--- config.mk ---
export PLATFORM = sky130hd
export DESIGN_NAME = fetch_pc_unit_flat
export DESIGN_NICKNAME = d
export VERILOG_FILES = /design/src/rtl/fetch_pc_unit_if.sv /design/src/rtl/fetch_pc_unit.sv /design/src/flat_wrapper.sv
export SDC_FILE = /design/constraint.sdc
export NUM_CORES = 1
export LEC_CHECK = 0
export ABC_AREA = 1
export CORE_ASPECT_RATIO = 0.6
export CORE_UTILIZATION = 42
export CTS_BUF_LIST = sky130_fd_sc_hd__clkbuf_8
export CTS_CLUSTER_SIZE = 20
export DETAILED_ROUTE_END_ITERATION = 10
export PLACE_DENSITY = 0.73
export SLEW_MARGIN = 0
export SYNTH_ARGS = -nofsm -noshare
export SYNTH_HDL_FRONTEND = slang
export SYNTH_SLANG_ARGS = --single-unit
--- constraint.sdc ---
create_clock -name clk -period 1.85 [get_ports clk]
set_clock_uncertainty 0.1 [all_clocks]
set_input_delay 0.37 -clock clk [delete_from_list [all_inputs] [get_ports clk]]
set_output_delay 0.37 -clock clk [all_outputs]
set_load 0.005 [all_outputs]
--- src/rtl/fetch_pc_unit_if.sv ---
// Fetch bus: instruction-memory req/ack plus decode valid/ready.
// master = fetch unit side, slave = memory/decode side.
interface fetch_pc_unit_if;
  logic        imem_req;
  logic [31:0] imem_addr;
  logic        imem_ack;
  logic [31:0] imem_rdata;
  logic        instr_valid;
  logic        instr_ready;
  logic [31:0] instr;
  logic [31:0] instr_pc;

  modport master (
    output imem_req,
    output imem_addr,
    input  imem_ack,
    input  imem_rdata,
    output instr_valid,
    input  instr_ready,
    output instr,
    output instr_pc
  );

  modport slave (
    input  imem_req,
    input  imem_addr,
    output imem_ack,
    output imem_rdata,
    input  instr_valid,
    output instr_ready,
    input  instr,
    input  instr_pc
  );
endinterface

--- src/rtl/fetch_pc_unit.sv ---
// PC owner and single-entry fetch buffer with branch redirect.
// Optional counters enabled by macro FETCH_STATS_EN.
module fetch_pc_unit #(
  parameter logic [31:0] RESET_PC = 32'h0000_0000
) (
  input  logic                   clk,
  input  logic                   reset,
  input  logic                   enable,
  input  logic                   redirect_valid,
  input  logic [31:0]            redirect_pc,
  fetch_pc_unit_if.master        bus,
`ifdef FETCH_STATS_EN
  output logic [31:0]            fetch_count,
  output logic [31:0]            squash_count,
`endif
  output logic                   misalign_err
);

  typedef enum logic [1:0] {
    IDLE = 2'd0,
    REQ  = 2'd1,
    HOLD = 2'd2,
    HALT = 2'd3
  } state_t;

  state_t      state, state_n;
  logic [31:0] pc, pc_n;
  logic        req_q, req_n;
  logic [31:0] addr_q, addr_n;
  logic        valid_q, valid_n;
  logic [31:0] instr_q, instr_n;
  logic [31:0] ipc_q, ipc_n;
  logic        err_q, err_n;
  logic        squash_q, squash_n;
  logic        drop;
  logic        xfer;
  logic        mis;

  assign mis = (redirect_pc[1:0] != 2'b00);

  assign bus.imem_req    = req_q;
  assign bus.imem_addr   = addr_q;
  assign bus.instr_valid = valid_q;
  assign bus.instr       = instr_q;
  assign bus.instr_pc    = ipc_q;
  assign misalign_err    = err_q;

  // State and output registers
  always_ff @(posedge clk) begin
    if (reset) begin
      state    <= IDLE;
      pc       <= RESET_PC;
      req_q    <= 1'b0;
      addr_q   <= 32'h0;
      valid_q  <= 1'b0;
      instr_q  <= 32'h0;
      ipc_q    <= 32'h0;
      err_q    <= 1'b0;
      squash_q <= 1'b0;
    end else begin
      state    <= state_n;
      pc       <= pc_n;
      req_q    <= req_n;
      addr_q   <= addr_n;
      valid_q  <= valid_n;
      instr_q  <= instr_n;
      ipc_q    <= ipc_n;
      err_q    <= err_n;
      squash_q <= squash_n;
    end
  end

  // Next-state, redirect and handshake decisions
  always_comb begin
    state_n  = state;
    pc_n     = pc;
    req_n    = req_q;
    addr_n   = addr_q;
    valid_n  = valid_q;
    instr_n  = instr_q;
    ipc_n    = ipc_q;
    err_n    = err_q;
    squash_n = squash_q;
    drop     = 1'b0;
    xfer     = 1'b0;

    unique case (state)
      IDLE: begin
        if (redirect_valid) begin
          pc_n = redirect_pc;
          if (mis) begin
            err_n   = 1'b1;
            state_n = HALT;
          end
        end else if (enable) begin
          state_n = REQ;
          req_n   = 1'b1;
          addr_n  = pc;
        end
      end

      REQ: begin
        if (redirect_valid) begin
          pc_n = redirect_pc;
          if (mis) err_n = 1'b1;
        end
        if (bus.imem_ack) begin
          req_n = 1'b0;
          if (redirect_valid || squash_q) begin
            squash_n = 1'b0;
            drop     = 1'b1;
            state_n  = err_n ? HALT : IDLE;
          end else begin
            instr_n = bus.imem_rdata;
            ipc_n   = addr_q;
            valid_n = 1'b1;
            pc_n    = pc + 32'd4;
            state_n = HOLD;
          end
        end else if (redirect_valid) begin
          squash_n = 1'b1;
        end
      end

      HOLD: begin
        if (redirect_valid) begin
          // Redirect wins over a same-cycle accept
          pc_n    = redirect_pc;
          valid_n = 1'b0;
          drop    = 1'b1;
          if (mis) err_n = 1'b1;
          state_n = err_n ? HALT : IDLE;
        end else if (bus.instr_ready) begin
          valid_n = 1'b0;
          xfer    = 1'b1;
          if (enable) begin
            state_n = REQ;
            req_n   = 1'b1;
            addr_n  = pc;
          end else begin
            state_n = IDLE;
          end
        end
      end

      HALT: begin
        req_n   = 1'b0;
        valid_n = 1'b0;
      end

      default: state_n = IDLE;
    endcase
  end

`ifdef FETCH_STATS_EN
  // Accepted-transfer and discarded-fetch counters
  always_ff @(posedge clk) begin
    if (reset) begin
      fetch_count  <= 32'h0;
      squash_count <= 32'h0;
    end else begin
      if (xfer) fetch_count <= fetch_count + 32'd1;
      if (drop) squash_count <= squash_count + 32'd1;
    end
  end
`else
  logic unused_stats;
  assign unused_stats = drop ^ xfer;
`endif

endmodule

--- src/flat_wrapper.sv ---
// flat-port wrapper written by rule: the top's interface ports become plain ports
module fetch_pc_unit_flat 
#(
  parameter logic [31:0] RESET_PC = 32'h0000_0000
)
  (clk, reset, enable, redirect_valid, redirect_pc, misalign_err, bus_imem_req, bus_imem_addr, bus_imem_ack, bus_imem_rdata, bus_instr_valid, bus_instr_ready, bus_instr, bus_instr_pc);
  fetch_pc_unit_if bus_i ();
  input  logic clk;
  input  logic reset;
  input  logic enable;
  input  logic redirect_valid;
  input  logic [31:0] redirect_pc;
  output logic misalign_err;
  output wire logic [$bits(bus_i.imem_req)-1:0] bus_imem_req;
  output wire logic [$bits(bus_i.imem_addr)-1:0] bus_imem_addr;
  input wire logic [$bits(bus_i.imem_ack)-1:0] bus_imem_ack;
  input wire logic [$bits(bus_i.imem_rdata)-1:0] bus_imem_rdata;
  output wire logic [$bits(bus_i.instr_valid)-1:0] bus_instr_valid;
  input wire logic [$bits(bus_i.instr_ready)-1:0] bus_instr_ready;
  output wire logic [$bits(bus_i.instr)-1:0] bus_instr;
  output wire logic [$bits(bus_i.instr_pc)-1:0] bus_instr_pc;
  assign bus_imem_req = bus_i.imem_req;
  assign bus_imem_addr = bus_i.imem_addr;
  assign bus_i.imem_ack = bus_imem_ack;
  assign bus_i.imem_rdata = bus_imem_rdata;
  assign bus_instr_valid = bus_i.instr_valid;
  assign bus_i.instr_ready = bus_instr_ready;
  assign bus_instr = bus_i.instr;
  assign bus_instr_pc = bus_i.instr_pc;
  fetch_pc_unit #(.RESET_PC(RESET_PC)) u_core (.clk(clk), .reset(reset), .enable(enable), .redirect_valid(redirect_valid), .redirect_pc(redirect_pc), .bus(bus_i), .misalign_err(misalign_err));
endmodule
# == Word-level counts from Yosys, hierarchy flattened ==
# Cells that the tools add are included.
# W data, S select, Z words.
# totals
ff_bits,134
in_bits,70
output_inout_bits,99
word_cells,81
# classes
n_addsub,1
eq_ne,13
mux,41
bitwise,1
reduce_logical,16
# ops
op,count
$mux W32,7
$pmux W32 S2,2
$add A32 B3 Y32 const B,1
$mux W1,19
$mux W2,9
$ne A2 B2 Y1 const B,6
$reduce_and A4 Y1,3
$reduce_bool A2 Y1,4
$ne A3 B3 Y1 const B,2
$pmux W1 S3,2
$pmux W2 S3,1
$reduce_and A3 Y1,2
$reduce_bool A3 Y1,2
$reduce_and A5 Y1,1
$eq A2 B2 Y1 const B,2
$pmux W1 S4,1
$ne A3 B2 Y1 const B,1
$eq A2 B1 Y1 const B,1
$logic_not A2 Y1,1
$ne A2 B1 Y1 const B,1
$reduce_and A2 Y1,1
$reduce_or A2 Y1,1
$logic_or A1 B1 Y1,1
$not A1 Y1,1

# == Longest topological paths before layout ==
# logic_depth
depth_word,8
mapped_depth,12

# == Least setup slack after synthesis ==
# OpenSTA, ideal clock, no wires.
# synth_timing
kind,register to register
start,reg u_core.state[0]
end,reg u_core.pc[19]
t_arrival_ps,1550
required_time_ps,1680
setup_slack_ps,130
stages_incl_launch_ff,11
path_buffers,1
synth_period_minus_slack_ps,1720
cell_sequence,dfxtp_1 inv_1 ha_1 nor2_2 nand2_2 nor2_8 inv_2 buf_6 a21oi_1 o21ai_0 a21oi_1
# synth_between
elab_chain_len,3
word_cells_on_any_way,6
classes_between,eq/ne: 2; mux: 1; reduce/logical: 3
# synth_lines
element,line_no,source
start: declaration,fetch_pc_unit.sv:26,"state_t state, state_n;"
start signal: assignment,fetch_pc_unit.sv:61,state <= state_n;
$eq A2 B2 Y1 / $logic_not A2 Y1 (equally long branches),fetch_pc_unit.sv:87,unique case (state)
$reduce_or A2 Y1 (no source line),n/a,
$pmux W32 S2 / $reduce_bool A2 Y1 (equally long branches),n/a,
end signal: assignment,fetch_pc_unit.sv:62,pc <= pc_n;
end: declaration,fetch_pc_unit.sv:27,"logic [31:0] pc, pc_n;"
# Parallel ways exist; a longest one is shown, timed or not.
# A chain may end at the register's enable or synchronous reset.

# == Final worst setup path ==
# layout_timing
start,reg u_core.pc[11]
end,reg u_core.pc[28]
# layout_between
elab_chain_len,4
# layout_lines
element,line_no,source
$add A32 B3 Y32,fetch_pc_unit.sv:117,pc_n = pc + 32'd4;
$mux W32,fetch_pc_unit.sv:109,if (redirect_valid || squash_q) begin
$mux W32,fetch_pc_unit.sv:107,if (bus.imem_ack) begin
$pmux W32 S2,fetch_pc_unit.sv:87,
# Every way passes these cells.

==> flow_summary.json <==
{
  "nets": 1204,
  "synth_most_common_cell": "nand2_1",
  "num_vias": 6907,
  "dr.first_iter.drc_count": 669,
  "p_leak_nw": 3.72,
  "hp-class": "reg -> reg",
  "h-tree-depth": 4,
  "grt_pass1_vias": 6104,
  "grt_max_degree": 69,
  "coreArea_sq_um": 14700,
  "portBuffers": 168,
  "maxCapViolations": 0,
  "slew_viol_final": 0,
  "syn_nets": 996,
  "io-pin-count": 169,
  "whs_ps": 368,
  "dieArea_sq_um": 15800,
  "syn_area_sq_um": 6410,
  "cts.path.max_buffers": 2,
  "cts_tree": "built",
  "critPathMaxFanout": 4,
  "die_w_microns": 161,
  "cts_hold_buf": 0,
  "clk_pin_slew_ps": 90,
  "wl_mm": 20.4,
  "ys_async_sr_fraction": 0,
  "insertion_delay_ps": 440,
  "initial_core_util": 0.436,
  "grt_usage": 0.253,
  "num_antenna_cells": 0,
  "chipHeight_microns": 97.7,
  "first_pass_iters": 5,
  "worstPathArrival_ps": 2070,
  "fp-row-count": 34,
  "power_density_nw_per_um2": 1090,
  "slew_headroom": 0.788,
  "numCtsBuffers": 17,
  "hold_violations": 0,
  "highest_layer": "met4",
  "met3_length_mm": 2.39,
  "ys_seq_area_frac": 0.419,
  "fmax_ghz": 0.555,
  "start_kind": "register",
  "synthCells": 920,
  "synthTopCellsByCount": "182 x nand2_1, 136 x o21ai_0, 134 x dfxtp_1",
  "synth_top_area_frac": 0.419,
  "synth_cell_types": 38,
  "drive_above_1_share": 0.141,
  "yosysTopAreaCell": "dfxtp_1",
  "ant_nets": 0,
  "setup_viol": 0,
  "min_period_over_period": 0.974,
  "overflow": 0,
  "wire_per_inst_microns": 15.3,
  "cts_num_sinks": 134,
  "irDropWorstVdd_mv": 0.536,
  "viasPerCell": 5.16,
  "yosys_warnings": 0,
  "fillers": 1342,
  "drc": 0,
  "m1WireLength_mm": 9.58,
  "fin_crit_ps": 1800,
  "synthTopCellsByArea": "dfxtp_1 42%, nand2_1 11%, o21ai_0 11%",
  "grt_antenna_before_repair": 0,
  "critPathKind": "reg -> reg",
  "gp_congestion": 0.931,
  "status": "finished clean",
  "utilization": 0.627,
  "area_growth_pct": 43.7,
  "grt_pass1_wl_mm": 31.6,
  "ys.flop_type": "dfxtp_1",
  "root_buffer": "clkbuf_8",
  "cp_data_required_time_ps": 2120,
  "dp_hpwl_mm": 14.7,
  "dr_wl_met2_mm": 8.33,
  "tightestPinTransition_ps": 316,
  "setup.worst_path.end_class": "register",
  "syn_avg_cell_area_sq_um": 6.96,
  "synth_edf_count": 0,
  "synth-seq-cells": 134
}
==> final timing paths <==
| kind | end | slack [ps] | start | cells after the start |
|---|---|---|---|---|
| min | u_core.bus.instr_pc[20] | 370 | u_core.bus.imem_addr[20] | 2 |
| min reg2reg | u_core.bus.instr_pc[20] | 370 | u_core.bus.imem_addr[20] | 2 |
| max | u_core.pc[28] | 50 | u_core.pc[11] | 10 |
| max reg2reg | u_core.pc[28] | 50 | u_core.pc[11] | 10 |
==> worst max-delay path, stage by stage, from the launching register on <==
cell and delay, ps:
dfxtp_1 450, nand2_1 120, nor2_1 240, nand2_1 110, nor2_1 250, nand3_1 120
nand2_1 80, nand2_1 50, nand2_1 50, nand2_1 40, a21oi_1 120
==> state kept, by name (all words and copies together) (netlist names) <==
register,flops
u_core.bus.imem_addr,32
u_core.bus.imem_req,1
u_core.bus.instr,32
u_core.bus.instr_pc,32
u_core.bus.instr_valid,1
u_core.misalign_err,1
u_core.pc,32
u_core.squash_q,1
u_core.state,2
==> final cells by class <==
class / instances / area [sq um] / area share
multi-input combinational: 659 / 3230 / 0.350
tap: 198 / 248 / 0.0269
clock buffer: 17 / 234 / 0.0254
sequential: 134 / 2700 / 0.293
inverter: 77 / 307 / 0.0333
clock inverter: 14 / 166 / 0.0181
timing repair buffer: 239 / 2330 / 0.253
==> per-stage QoR <==
stage	area [sq um]	setup slack, ps	total power (W)	setup TNS (ps)	instances
5_1_grt	9210	-1.65	0.0106	-1.65	1338
6_report	9210	48.9	0.0100	0	1338
4_1_cts	9040	6.44	0.00984	0	1333
3_5_place_dp	8630	-224	0.00729	-13700	1302
3_3_place_gp	8630	-204	0.00723	-11260	1302
2_1_floorplan	6410	130	0.00553	0	920
==> timing repair <==
item,in CTS,in global routing
endpoints found under the setup margin,14,120
gates cloned,0,1
resized for setup,4,40
setup buffers,0,4
pin swaps,0,5
==> kinds of logic after synthesis <==
kind of cell    after synthesis  share of synthesized area
simple gates                360                      0.240
compound gates              282                      0.226
flops                       134                      0.419
buf+inv                     127                     0.0887
xor+xnor                     10                     0.0137
fa+ha+maj                     6                     0.0117
mux                           1                    0.00156
==> report_power, final <==
part | internal, W | total, W | leakage, nW | switching, W
logic | 0.00179 | 0.00361 | 2.42 | 0.00182
registers | 0.00345 | 0.00389 | 1.10 | 0.000440
clock network | 0.00124 | 0.00253 | 0.194 | 0.00129
==> layout by cell type, fill, tap and decap left out, types with 14 or more instances in the layout <==
master and instances:
clkbuf_8 17, nor2_1 125, clkdlybuf4s50_1 166, nand2_1 182
buf_4 60, o21ai_0 130, nand3_1 14, inv_1 69
a21oi_1 129, dfxtp_1 123
==> layer usage <==
metal,global-route usage,up-vias
li1,-,3414
met2,0.361,334
met4,0.0464,0
met1,0.364,3146
met5,0,-
met3,0.0888,13
No activity file was read; power rests on OpenSTA's default activity.
